### config.mk
export PLATFORM = sky130hd
export DESIGN_NAME = calculate_4_issue_ctrl_flat
export DESIGN_NICKNAME = d
export VERILOG_FILES = /design/src/rtl/calculate_4_issue_ctrl_if.sv /design/src/rtl/calculate_4_issue_ctrl.sv /design/src/flat_wrapper.sv
export SDC_FILE = /design/constraint.sdc
export NUM_CORES = 1
export LEC_CHECK = 0
export ABC_AREA = 1
export CORE_MARGIN = 2
export CORE_UTILIZATION = 55
export DETAILED_ROUTE_END_ITERATION = 6
export PLACE_DENSITY = 0.92
export RECOVER_POWER = 25
export SLEW_MARGIN = 20
export SYNTH_ARGS = -nofsm -noshare
export SYNTH_HDL_FRONTEND = slang
export SYNTH_SLANG_ARGS = --single-unit
### constraint.sdc
create_clock -name ap_clk -period 6 [get_ports ap_clk]
set_clock_uncertainty 0.15 [all_clocks]
set_input_delay 1.2 -clock ap_clk [delete_from_list [all_inputs] [get_ports ap_clk]]
set_output_delay 1.2 -clock ap_clk [all_outputs]
set_load 0.01 [all_outputs]
### src/rtl/calculate_4_issue_ctrl_if.sv
// Purpose: bundles the three streams of the calculate_4 issue controller.
//   operand stream : in_valid, in_ready, in_a, in_b
//   core handshake : calc_start, calc_done, calc_a, calc_b, calc_return
//   result stream  : out_valid, out_ready, out_data
// master = the controller, slave = its surroundings (producer, core, consumer).
interface calculate_4_issue_ctrl_if;
    localparam int unsigned DATA_W = 32;

    logic              in_valid;
    logic              in_ready;
    logic [DATA_W-1:0] in_a;
    logic [DATA_W-1:0] in_b;

    logic              calc_start;
    logic              calc_done;
    logic [DATA_W-1:0] calc_a;
    logic [DATA_W-1:0] calc_b;
    logic [DATA_W-1:0] calc_return;

    logic              out_valid;
    logic              out_ready;
    logic [DATA_W-1:0] out_data;

    modport master (
        input  in_valid, in_a, in_b, calc_done, calc_return, out_ready,
        output in_ready, calc_start, calc_a, calc_b, out_valid, out_data
    );

    modport slave (
        output in_valid, in_a, in_b, calc_done, calc_return, out_ready,
        input  in_ready, calc_start, calc_a, calc_b, out_valid, out_data
    );
endinterface

### src/rtl/calculate_4_issue_ctrl.sv
// Purpose: sequences operand pairs into the calculate_4 core (ap_ctrl_hs style),
// buffers results in a small FIFO, guards the core with a done-timeout watchdog
// and counts completed operations.
// Ports:
//   ap_clk, ap_rst : clock, synchronous active-high reset
//   bus            : operand / core / result streams (master modport)
//   op_count       : results pushed into the FIFO, wraps at 16 bits
//   err_timeout    : sticky watchdog abort flag, cleared only by ap_rst
module calculate_4_issue_ctrl #(
    parameter int unsigned DEPTH   = 4,
    parameter int unsigned TIMEOUT = 255
) (
    input  logic                      ap_clk,
    input  logic                      ap_rst,
    calculate_4_issue_ctrl_if.master  bus,
    output logic [15:0]               op_count,
    output logic                      err_timeout
);
    localparam int unsigned DATA_W = 32;
    localparam int unsigned CNT_W  = $clog2(DEPTH) + 1;
    localparam int unsigned WD_W   = 16;
    localparam int unsigned OPS_W  = 16;

    localparam logic [WD_W-1:0]  TIMEOUT_VAL = WD_W'(TIMEOUT);
    localparam logic [CNT_W-1:0] FULL_COUNT  = CNT_W'(DEPTH);

    typedef enum logic [0:0] {
        IDLE = 1'b0,
        RUN  = 1'b1
    } state_t;

    state_t              state_q, state_d;
    logic [DATA_W-1:0]   a_q, a_d;
    logic [DATA_W-1:0]   b_q, b_d;
    logic [WD_W-1:0]     wd_q, wd_d, wd_inc;
    logic [OPS_W-1:0]    ops_q, ops_d;
    logic                err_q, err_d;
    logic [CNT_W-1:0]    count_q, count_d, widx;
    logic [DATA_W-1:0]   data_q [DEPTH];
    logic [DATA_W-1:0]   data_d [DEPTH];
    logic                ready;
    logic                accept;
    logic                push;
    logic                pop;

    // Only one op is ever in flight, so accepting while count < DEPTH
    // reserves the slot its result will occupy.
    assign ready  = (state_q == IDLE) && (count_q < FULL_COUNT);
    assign accept = bus.in_valid && ready;
    assign pop    = bus.out_ready && (count_q != '0);

    // Next-state and datapath control of the issue FSM.
    always_comb begin
        state_d = state_q;
        a_d     = a_q;
        b_d     = b_q;
        wd_d    = wd_q;
        ops_d   = ops_q;
        err_d   = err_q;
        push    = 1'b0;
        wd_inc  = wd_q + WD_W'(1);

        case (state_q)
            IDLE: begin
                if (accept) begin
                    a_d     = bus.in_a;
                    b_d     = bus.in_b;
                    wd_d    = '0;
                    state_d = RUN;
                end
            end
            RUN: begin
                // done is checked first so it wins over a same-cycle timeout
                if (bus.calc_done) begin
                    push    = 1'b1;
                    ops_d   = ops_q + OPS_W'(1);
                    state_d = IDLE;
                end else begin
                    wd_d = wd_inc;
                    if (wd_inc == TIMEOUT_VAL) begin
                        err_d   = 1'b1;
                        state_d = IDLE;
                    end
                end
            end
            default: state_d = IDLE;
        endcase
    end

    // Result FIFO as a shift register: slot 0 is the registered head.
    always_comb begin
        count_d = count_q;
        widx    = count_q;
        for (int unsigned i = 0; i < DEPTH; i++) begin
            data_d[i] = data_q[i];
        end

        if (pop) begin
            for (int unsigned i = 0; i < DEPTH - 1; i++) begin
                data_d[i] = data_q[i + 1];
            end
            // clear the vacated tail so an emptied FIFO presents zero
            data_d[DEPTH-1] = '0;
            widx            = count_q - CNT_W'(1);
        end

        if (push) begin
            for (int unsigned i = 0; i < DEPTH; i++) begin
                if (CNT_W'(i) == widx) begin
                    data_d[i] = bus.calc_return;
                end
            end
        end

        case ({push, pop})
            2'b10:   count_d = count_q + CNT_W'(1);
            2'b01:   count_d = count_q - CNT_W'(1);
            default: count_d = count_q;
        endcase
    end

    // State and datapath registers.
    always_ff @(posedge ap_clk) begin
        if (ap_rst) begin
            state_q <= IDLE;
            a_q     <= '0;
            b_q     <= '0;
            wd_q    <= '0;
            ops_q   <= '0;
            err_q   <= 1'b0;
            count_q <= '0;
            for (int unsigned i = 0; i < DEPTH; i++) begin
                data_q[i] <= '0;
            end
        end else begin
            state_q <= state_d;
            a_q     <= a_d;
            b_q     <= b_d;
            wd_q    <= wd_d;
            ops_q   <= ops_d;
            err_q   <= err_d;
            count_q <= count_d;
            for (int unsigned i = 0; i < DEPTH; i++) begin
                data_q[i] <= data_d[i];
            end
        end
    end

    assign bus.in_ready   = ready;
    assign bus.calc_start = (state_q == RUN);
    assign bus.calc_a     = a_q;
    assign bus.calc_b     = b_q;
    assign bus.out_valid  = (count_q != '0);
    assign bus.out_data   = data_q[0];
    assign op_count       = ops_q;
    assign err_timeout    = err_q;
endmodule

### src/flat_wrapper.sv
// flat-port wrapper written by rule: the top's interface ports become plain ports
module calculate_4_issue_ctrl_flat 
#(
    parameter int unsigned DEPTH   = 4,
    parameter int unsigned TIMEOUT = 255
)
  (ap_clk, ap_rst, op_count, err_timeout, bus_in_valid, bus_in_a, bus_in_b, bus_calc_done, bus_calc_return, bus_out_ready, bus_in_ready, bus_calc_start, bus_calc_a, bus_calc_b, bus_out_valid, bus_out_data);
  calculate_4_issue_ctrl_if bus_i ();
  input  logic ap_clk;
  input  logic ap_rst;
  output logic [15:0] op_count;
  output logic err_timeout;
  input wire logic [$bits(bus_i.in_valid)-1:0] bus_in_valid;
  input wire logic [$bits(bus_i.in_a)-1:0] bus_in_a;
  input wire logic [$bits(bus_i.in_b)-1:0] bus_in_b;
  input wire logic [$bits(bus_i.calc_done)-1:0] bus_calc_done;
  input wire logic [$bits(bus_i.calc_return)-1:0] bus_calc_return;
  input wire logic [$bits(bus_i.out_ready)-1:0] bus_out_ready;
  output wire logic [$bits(bus_i.in_ready)-1:0] bus_in_ready;
  output wire logic [$bits(bus_i.calc_start)-1:0] bus_calc_start;
  output wire logic [$bits(bus_i.calc_a)-1:0] bus_calc_a;
  output wire logic [$bits(bus_i.calc_b)-1:0] bus_calc_b;
  output wire logic [$bits(bus_i.out_valid)-1:0] bus_out_valid;
  output wire logic [$bits(bus_i.out_data)-1:0] bus_out_data;
  assign bus_i.in_valid = bus_in_valid;
  assign bus_i.in_a = bus_in_a;
  assign bus_i.in_b = bus_in_b;
  assign bus_i.calc_done = bus_calc_done;
  assign bus_i.calc_return = bus_calc_return;
  assign bus_i.out_ready = bus_out_ready;
  assign bus_in_ready = bus_i.in_ready;
  assign bus_calc_start = bus_i.calc_start;
  assign bus_calc_a = bus_i.calc_a;
  assign bus_calc_b = bus_i.calc_b;
  assign bus_out_valid = bus_i.out_valid;
  assign bus_out_data = bus_i.out_data;
  calculate_4_issue_ctrl #(.DEPTH(DEPTH), .TIMEOUT(TIMEOUT)) u_core (.ap_clk(ap_clk), .ap_rst(ap_rst), .bus(bus_i), .op_count(op_count), .err_timeout(err_timeout));
endmodule
==> impl_metrics.py, run 1 <==
metrics = {
    "pwr": {
        "p_leak_nw": 5.50,
        "peakVddDrop_uv": 260,
        "p_per_area_nw_per_um2": 377,
    },
    "clocking": {
        "cts_resized": 0,
        "clk_pin_slew_ns": 0.06,
        "cts_tree": "built",
        "cts_buffers": 24,
        "cts_num_sinks": 229,
        "htree_levels": 1,
        "clk_latency_ns": 0.50,
        "post_cts_buffers": 0,
        "cts_root_buffer": "clkbuf_16",
        "clock_path_buffers": 3,
        "cts_hold_buf": 0,
    },
    "sta": {
        "worst_slew_pin_slew_ns": 1.17,
        "setup_tns_ns": 0,
        "report.final.setup_viol": 0,
        "post-route-period-util": 0.684,
        "fin_crit_ns": 4.10,
        "max_clock_freq_mhz": 244,
        "rsz0062_at_grt": "false",
        "slew_headroom": 0.216,
        "hold_viol_final": 0,
        "finalMaxSlewViolations": 0,
    },
    "synthesis": {
        "synthCells": 1399,
        "synth_edf_count": 0,
        "synth.avg_cell_area_um2": 7.01,
        "synth_warnings": 0,
        "seq_area_frac_synth": 0.468,
        "synth_flop_cell": "dfxtp_1",
        "syn_nets": 1507,
        "ys_types": 34,
        "async_flop_share": 0,
        "syn_area_um2": 9800,
        "ys_ff_latch": 229,
    },
    "route": {
        "viasPerCell": 5.38,
        "drtIter0Drc": 1007,
        "vias": 9709,
        "wl_per_cell_um": 14.6,
        "dr.pass1.iters": 7,
        "ant_nets": 0,
        "wirelength_um": 26300,
        "route.detailed.drc": 1,
    },
    "final_layout": {
        "drive_gt1_frac": 0.0412,
        "multi_input_area_um2": 4510,
        "regArea_um2": 4580,
        "fill_cells": 1260,
        "synthToLayoutAreaGrowth_pct": 29.5,
        "diodes": 0,
        "layout.nets": 1669,
        "post-route-util": 0.732,
    },
    "critical_path": {
        "r2r-start": "u_core.count_q[0]$_SDFFE_PP0P_",
        "cp_common_cell": "nand2_4",
        "worst_setup_path_start_kind": "input port",
        "cp_top_family": "simple AND/OR/NAND/NOR gates",
        "slowest_stage": "nor2_8",
        "path_cells": "clkdlybuf4s50_1 -> nand2_4 -> inv_2 -> a21oi_2 -> nand2_4 -> nor2_8 -> o21ai_0 -> a21oi_1",
        "cpPeakStageDelay_ns": 0.66,
        "cp_max_fo": 64,
        "setup.worst_path.start": "bus_out_ready",
        "required_ns": 6.29,
        "arrival_ns": 4.39,
        "critical_path_class": "input port to flip-flop",
        "cp_num_buf_inv": 2,
        "endpoint_kind": "flip-flop",
    },
    "worst_hold_path": {
        "hold_class": "flip-flop to flip-flop",
        "min-delay-start": "u_core.data_q[3][1]$_SDFF_PP0_",
    },
    "floorplan": {
        "num_rows": 48,
        "ioPinCount": 217,
        "die_y_um": 138,
        "core_um2": 17400,
        "dieWidth_um": 138,
        "die-area_um2": 18900,
        "initial_core_util": 0.565,
    },
    "flow_run": {
        "drv_cap": 0,
    },
    "global_routing": {
        "track_usage": 0.273,
        "antenna_found_initial": 0,
        "grt_pass1_wl_um": 42300,
        "grt_max_degree": 72,
        "gr-total-overflow": 0,
        "grt_pass1_vias": 9000,
    },
    "placed_design": {
        "portBuffers": 216,
        "dp_hpwl_um": 16700,
        "place_congestion": 0.867,
    },
    "run_status": {
        "violations": "DRC",
        "outcome": "complete, but fails checks",
    },
}
Yosys cell counts, types with 7 or more instances:
master / count / area [um2]
nor3_1: 8 / 40.0
nand3_1: 23 / 115
dfxtp_1: 229 / 4580
nor2_1: 163 / 612
buf_6: 8 / 90.1
nand4_1: 7 / 43.8
inv_1: 71 / 267
o21ai_0: 190 / 951
a21oi_1: 157 / 786
clkbuf_1: 54 / 203
nand2_1: 405 / 1520
buf_2: 21 / 105
o21ai_1: 17 / 85.1
ha_1: 7 / 87.6
tightest hold or removal path, stage by stage, from the launching register on:
cell and delay (ns):
dfxtp_1 0.31, nand2_1 0.06, a21oi_1 0.05
path summary, 6_finish.rpt:
kind                                endpoint  slack [ns]  depth (start not counted)
max reg2reg  u_core.data_q[0][11]$_SDFF_PP0_        2.19                         10
min reg2reg   u_core.data_q[3][1]$_SDFF_PP0_        0.31                          2
min           u_core.data_q[3][1]$_SDFF_PP0_        0.31                          2
max          u_core.data_q[0][11]$_SDFF_PP0_        1.90                          8
layer usage:
metal  track usage  wire length [um]  vias up
li1              -                 -     4847
met1         0.342             10600     4431
met2         0.456             12900      346
met3        0.0478              1710       85
met4         0.127              1190        0
met5             0                 0        -
through the flow:
step | cells | total power [mW] | area, um2 | hold slack [ns] | worst slack (ns)
3_3_place_gp | 1760 | 3.28 | 11900 | 0.287 | 1.57
6_report | 1804 | 4.79 | 12700 | 0.313 | 1.90
5_1_grt | 1804 | 5.04 | 12700 | 0.327 | 1.60
3_5_place_dp | 1760 | 3.32 | 11900 | 0.305 | 1.46
2_1_floorplan | 1399 | 2.78 | 9800 | 0.289 | 3.48
4_1_cts | 1804 | 4.84 | 12700 | 0.315 | 1.98
sequential cells by signal, summed over array words and instances, names as in the netlist:
name / flops
u_core.data_q: 128
u_core.bus.calc_a: 32
u_core.bus.calc_b: 32
u_core.op_count: 16
u_core.wd_q: 16
u_core.count_q: 3
u_core.bus.calc_start: 1
u_core.err_timeout: 1
where the power goes:
| group | internal [mW] | switching (mW) |
|---|---|---|
| combinational | 0.522 | 0.890 |
| clock | 0.913 | 0.606 |
| sequential | 1.74 | 0.116 |
| total | 3.18 | 1.61 |
placed cells by master, fill, tap and decap left out, types with 2 or more instances in the layout:
master and instances:
clkbuf_1 7, clkbuf_16 25, clkdlybuf4s50_1 141, a21oi_1 157, nand4_1 7, nand2_4 2, o21ai_1 17, nand3_1 23
clkinv_2 4, inv_2 4, xor2_1 5, o21a_1 2, inv_1 70, nor4_1 2, nand2_2 2, ha_1 7
clkbuf_8 5, nor2_8 2, xnor2_1 2, dfxtp_1 229, nor3_1 8, buf_4 9, nor2_1 162, nand2_1 406
bufinv_16 2, o21ai_0 190, dlygate4sd3_1 74
area by class of cell:
type / instances / share of cell area
Sequential cell: 229 / 0.361
Inverter: 76 / 0.0227
Timing Repair Buffer: 225 / 0.175
Clock buffer: 37 / 0.0568
Clock inverter: 7 / 0.00700
Tap cell: 225 / 0.0222
Multi-Input combinational cell: 1005 / 0.355
cell families after synthesis:
group / count (synthesis) / synth area share
AOI/OAI and AO/OA: 368 / 0.189
DFF: 229 / 0.468
and+or+nand+nor: 622 / 0.253
buffers and inverters: 165 / 0.0724
xor gates and xnor gates: 8 / 0.00906
adders and majority gates: 7 / 0.00893
(Power assumes the default switching activity.)
==> run 2: changes to the inputs <==
--- a/config.mk
+++ b/config.mk
@@ -7,9 +7,9 @@
 export LEC_CHECK = 0
 export ABC_AREA = 1
 export CORE_MARGIN = 2
-export CORE_UTILIZATION = 55
+export CORE_UTILIZATION = 46
 export DETAILED_ROUTE_END_ITERATION = 6
-export PLACE_DENSITY = 0.92
+export PLACE_DENSITY = 0.83
 export RECOVER_POWER = 25
 export SLEW_MARGIN = 20
 export SYNTH_ARGS = -nofsm -noshare
==> constraint.sdc (replaced) <==
create_clock -name ap_clk -period 3.6 [get_ports ap_clk]
set_clock_uncertainty 0.15 [all_clocks]
set_input_delay 0.72 -clock ap_clk [delete_from_list [all_inputs] [get_ports ap_clk]]
set_output_delay 0.72 -clock ap_clk [all_outputs]
set_load 0.01 [all_outputs]
==> run 2 against run 1 <==
Net effect: the flow now finishes without violations; combinational power grew 75%; register-to-register slack lost 1.4 ns; critical path depth down 4; global-route usage decreased by 5.6 points; final cell count grew 3.3%; core utilization is 12 points lower; critical path type is now flip-flop to output port; critical endpoint is now bus_out_valid.
==> impl_metrics.py, run 2 (same netlist as run 1, synthesis figures left out) <==
metrics = {
    "run_status": {
        "outcome": "finished clean",
    },
    "route": {
        "route.detailed.drc": 0,
        "wirelength_um": 25600,
        "viasPerCell": 5.15,
        "vias": 9586,
        "wl_per_cell_um": 13.7,
        "ant_nets": 0,
        "dr.pass1.iters": 5,
        "drtIter0Drc": 572,
    },
    "sta": {
        "fin_hold_ws_ns": 0.310,
        "rsz0062_at_grt": "false",
        "fin_crit_ns": 2.81,
        "report.final.setup_viol": 0,
        "hold_viol_final": 0,
        "setup_tns_ns": 0,
        "worst_slew_pin_slew_ns": 1.33,
        "finalMaxSlewViolations": 0,
        "slew_headroom": 0.114,
        "max_clock_freq_mhz": 356,
        "post-route-period-util": 0.781,
    },
    "clocking": {
        "cts_resized": 0,
        "cts_hold_buf": 0,
        "post_cts_buffers": 0,
        "htree_levels": 1,
        "clk_pin_slew_ns": 0.06,
        "cts_num_sinks": 229,
        "cts_tree": "built",
        "cts_buffers": 25,
        "cts_root_buffer": "clkbuf_16",
        "clock_path_buffers": 3,
        "clk_latency_ns": 0.52,
    },
    "final_layout": {
        "layout_common_cells": "406 x nand2_1, 229 x dfxtp_1, 213 x clkdlybuf4s50_1",
        "synthToLayoutAreaGrowth_pct": 31.6,
        "design_area_um2": 12900,
        "post-route-util": 0.616,
        "diodes": 0,
        "layout.nets": 1678,
        "largest_register_ffs": 128,
        "fill_cells": 1826,
        "layout_commonest_cell": "nand2_1",
        "largest-register": "u_core.data_q",
        "drive_gt1_frac": 0.0466,
    },
    "global_routing": {
        "track_usage": 0.217,
        "antenna_found_initial": 1,
        "grt_max_degree": 104,
        "gr-total-overflow": 0,
        "grt_pass1_wl_um": 40800,
        "grt_pass1_vias": 8599,
    },
    "placed_design": {
        "place_congestion": 0.839,
        "portBuffers": 216,
        "dp_hpwl_um": 16300,
        "place_area_um2": 12100,
    },
    "floorplan": {
        "dieWidth_um": 150,
        "initial_core_util": 0.468,
        "die_y_um": 150,
        "die-area_um2": 22500,
        "core_um2": 21000,
        "num_rows": 53,
        "ioPinCount": 217,
    },
    "flow_run": {
        "drv_cap": 0,
    },
    "pwr": {
        "p_per_area_nw_per_um2": 627,
        "p_leak_nw": 5.37,
        "peakVddDrop_uv": 389,
    },
    "critical_path": {
        "cp_max_fo": 5,
        "worst_setup_path_start_kind": "flip-flop",
        "r2r-start": "u_core.count_q[0]$_SDFFE_PP0P_",
        "required_ns": 2.73,
        "arrival_ns": 1.94,
        "r2r_end": "u_core.data_q[2][28]$_SDFF_PP0_",
        "reg2reg_slack_ns": 0.82,
        "critical_path_class": "flip-flop to output port",
        "reg2regPathDepth": 11,
        "endpoint_kind": "output port",
    },
    "worst_hold_path": {
        "hold_class": "flip-flop to flip-flop",
        "min-delay-start": "u_core.data_q[3][19]$_SDFF_PP0_",
        "hold_end": "u_core.data_q[3][19]$_SDFF_PP0_",
        "hold_depth": 2,
    },
}
-- run 2: critical path, cell delays in order (launching register included) --
cell	delay, ns
dfxtp_1	0.34
inv_1	0.14
ha_1	0.25
nand2_2	0.12
clkdlybuf4s50_1	0.58
-- run 2: how the worst max path moves through the flow --
| stage | startpoint | to |
|---|---|---|
| 2_1_floorplan | u_core.count_q[0]$_SDFFE_PP0P_ | u_core.count_q[0]$_SDFFE_PP0P_ |
| 3_3_place_gp | bus_out_ready | u_core.data_q[1][5]$_SDFF_PP0_ |
| 3_5_place_dp | bus_out_ready | u_core.data_q[1][23]$_SDFF_PP0_ |
| 4_1_cts | u_core.count_q[0]$_SDFFE_PP0P_ | bus_out_valid |
| 5_1_grt | u_core.count_q[0]$_SDFFE_PP0P_ | u_core.data_q[2][13]$_SDFF_PP0_ |
| 6_report | u_core.count_q[0]$_SDFFE_PP0P_ | bus_out_valid |
-- run 2: power breakdown --
part	internal [mW]	total, mW	switching (mW)
Sequential	2.90	3.10	0.199
Clock	1.49	2.52	1.02
Combinational	0.990	2.47	1.48
-- run 2: metrics by stage --
stage | setup slack (ns) | cells | total power, mW
finish | 0.788 | 1863 | 8.09
global route | 0.559 | 1863 | 8.54
CTS | 0.762 | 1863 | 8.15
detailed placement | 0.479 | 1818 | 5.61
global placement | 0.560 | 1818 | 5.55
floorplan | 1.54 | 1399 | 4.63
-- run 2: routing by layer --
metal	track usage	routed length, um	vias to the layer above
met1	0.275	11100	4392
met5	0	0	-
li1	-	-	4859
met2	0.375	12100	304
met4	0.0505	369	0
met3	0.0476	2020	31
-- run 2: final cells by class --
type	count	area, um2	share of cell area
Sequential cell	229	4580	0.355
Tap cell	275	344	0.0267
Timing Repair Buffer	233	2370	0.183
Clock buffer	36	737	0.0571
Inverter	76	288	0.0223
Multi-Input combinational cell	1005	4510	0.349
Clock inverter	9	78.8	0.00611
==> run 3: changes to the inputs <==
==> constraint.sdc (replaced) <==
create_clock -name ap_clk -period 2.5 [get_ports ap_clk]
set_clock_uncertainty 0.15 [all_clocks]
set_input_delay 0.5 -clock ap_clk [delete_from_list [all_inputs] [get_ports ap_clk]]
set_output_delay 0.5 -clock ap_clk [all_outputs]
set_load 0.01 [all_outputs]
==> run 3 against run 2 <==
Net effect: combinational power is 47% higher; die area is the same; via count is 0.23% higher; clock power is 43% higher; register-to-register slack lost 0.65 ns; global-route usage increased by 0.48 points; non-clock buffer count is 10 higher; total power up 45%; critical path depth unchanged; design area rose by 1.0%; worst setup slack worse by 0.66 ns; core utilization increased by 0.63 points.
==> impl_metrics.py, run 3 (same netlist as run 1, synthesis figures left out) <==
metrics = {
    "run_status": {
        "outcome": "finished clean",
    },
    "critical_path": {
        "reg2regPathDepth": 11,
        "critical_path_class": "flip-flop to output port",
        "required_ns": 1.85,
        "worst_setup_path_start_kind": "flip-flop",
        "endpoint_kind": "output port",
        "arrival_ns": 1.72,
        "cp_max_fo": 5,
    },
    "route": {
        "viasPerCell": 5.14,
        "dr.pass1.iters": 5,
        "route.detailed.drc": 0,
        "ant_nets": 0,
        "wl_per_cell_um": 13.8,
        "vias": 9608,
        "wirelength_um": 25800,
        "drtIter0Drc": 603,
    },
    "flow_run": {
        "drv_cap": 0,
    },
    "sta": {
        "report.final.setup_viol": 0,
        "fin_hold_ws_ns": 0.312,
        "fin_crit_ns": 2.37,
        "post-route-period-util": 0.947,
        "slew_headroom": 0.381,
        "finalMaxSlewViolations": 0,
        "hold_viol_final": 0,
        "worst_slew_pin_slew_ns": 0.928,
        "max_clock_freq_mhz": 423,
    },
    "floorplan": {
        "num_rows": 53,
        "ioPinCount": 217,
        "core_um2": 21000,
        "die-area_um2": 22500,
        "die_y_um": 150,
        "dieWidth_um": 150,
        "initial_core_util": 0.468,
    },
    "clocking": {
        "cts_tree": "built",
        "cts_root_buffer": "clkbuf_16",
        "clk_pin_slew_ns": 0.06,
        "cts_hold_buf": 0,
        "cts_buffers": 24,
        "clock_path_buffers": 3,
        "cts_num_sinks": 229,
        "htree_levels": 1,
        "clk_latency_ns": 0.51,
    },
    "global_routing": {
        "track_usage": 0.221,
        "antenna_found_initial": 0,
        "grt_pass1_vias": 8911,
        "gr-total-overflow": 0,
        "grt_pass1_wl_um": 41900,
        "grt_max_degree": 97,
    },
    "final_layout": {
        "layout.nets": 1687,
        "largest-register": "u_core.data_q",
        "layout_common_cells": "406 x nand2_1, 229 x dfxtp_1, 213 x clkdlybuf4s50_1",
        "diodes": 0,
        "drive_gt1_frac": 0.0495,
        "largest_register_ffs": 128,
        "layout_commonest_cell": "nand2_1",
        "synthToLayoutAreaGrowth_pct": 33.0,
    },
    "placed_design": {
        "portBuffers": 216,
        "place_congestion": 0.854,
        "dp_hpwl_um": 17000,
    },
    "worst_hold_path": {
        "hold_class": "flip-flop to flip-flop",
        "hold_depth": 2,
    },
    "pwr": {
        "total_power_mw": 11.7,
        "p_per_area_nw_per_um2": 898,
        "peakVddDrop_uv": 621,
        "p_leak_nw": 5.44,
    },
}
==> run 3: where the power goes <==
group | total, mW | switching [mW] | internal, mW
combinational | 3.64 | 2.16 | 1.48
clock | 3.61 | 1.44 | 2.17
sequential | 4.46 | 0.286 | 4.18
total | 11.7 | 3.88 | 7.83
==> run 3: through the flow <==
stage               cells   util  setup slack (ns)  TNS (ns)  instance area, um2
finish               1870  0.622             0.133         0               13000
global route         1870  0.622           -0.0224   -0.0669               13000
CTS                  1870  0.624            0.0911         0               13100
detailed placement   1828  0.585            -0.106     -6.58               12300
global placement     1828  0.585           -0.0273   -0.0949               12300
floorplan            1399      -             0.440         0                9800
==> run 3: critical path: stages (launching register included) <==
cell and delay (ns):
dfxtp_1 0.32, inv_1 0.22, ha_1 0.23, nand2_2 0.11
dlygate4sd2_1 0.32
==> run 3: final timing paths <==
path	from	end	slack [ns]
hold reg to reg	u_core.data_q[3][29]$_SDFF_PP0_	u_core.data_q[3][29]$_SDFF_PP0_	0.31
setup reg to reg	u_core.count_q[0]$_SDFFE_PP0P_	u_core.data_q[2][18]$_SDFF_PP0_	0.17
hold / removal	u_core.data_q[3][29]$_SDFF_PP0_	u_core.data_q[3][29]$_SDFF_PP0_	0.31
setup / recovery	u_core.count_q[0]$_SDFFE_PP0P_	bus_out_valid	0.13
==> run 3: routing by layer <==
metal	up-vias	track usage	share of wire
li1	4872	-	-
met1	4352	0.279	0.43
met2	333	0.391	0.47
met3	51	0.0363	0.069
met4	0	0.0585	0.025
met5	-	0	0
==> run 3: layout make-up <==
type | count | area, um2
fillers | 1816 | 7920
flip-flops and latches | 229 | 4580
multi-input cells | 1005 | 4520
repair buffers | 243 | 2510
clock buffers | 33 | 706
well taps | 275 | 344
inverters | 76 | 285
clock inverters | 9 | 97.6
==> run 3: repair_timing <==
item                       CTS  global route
gates cloned                 0             0
buffers inserted             0             0
resized for setup            1             1
setup endpoints to repair    1            62
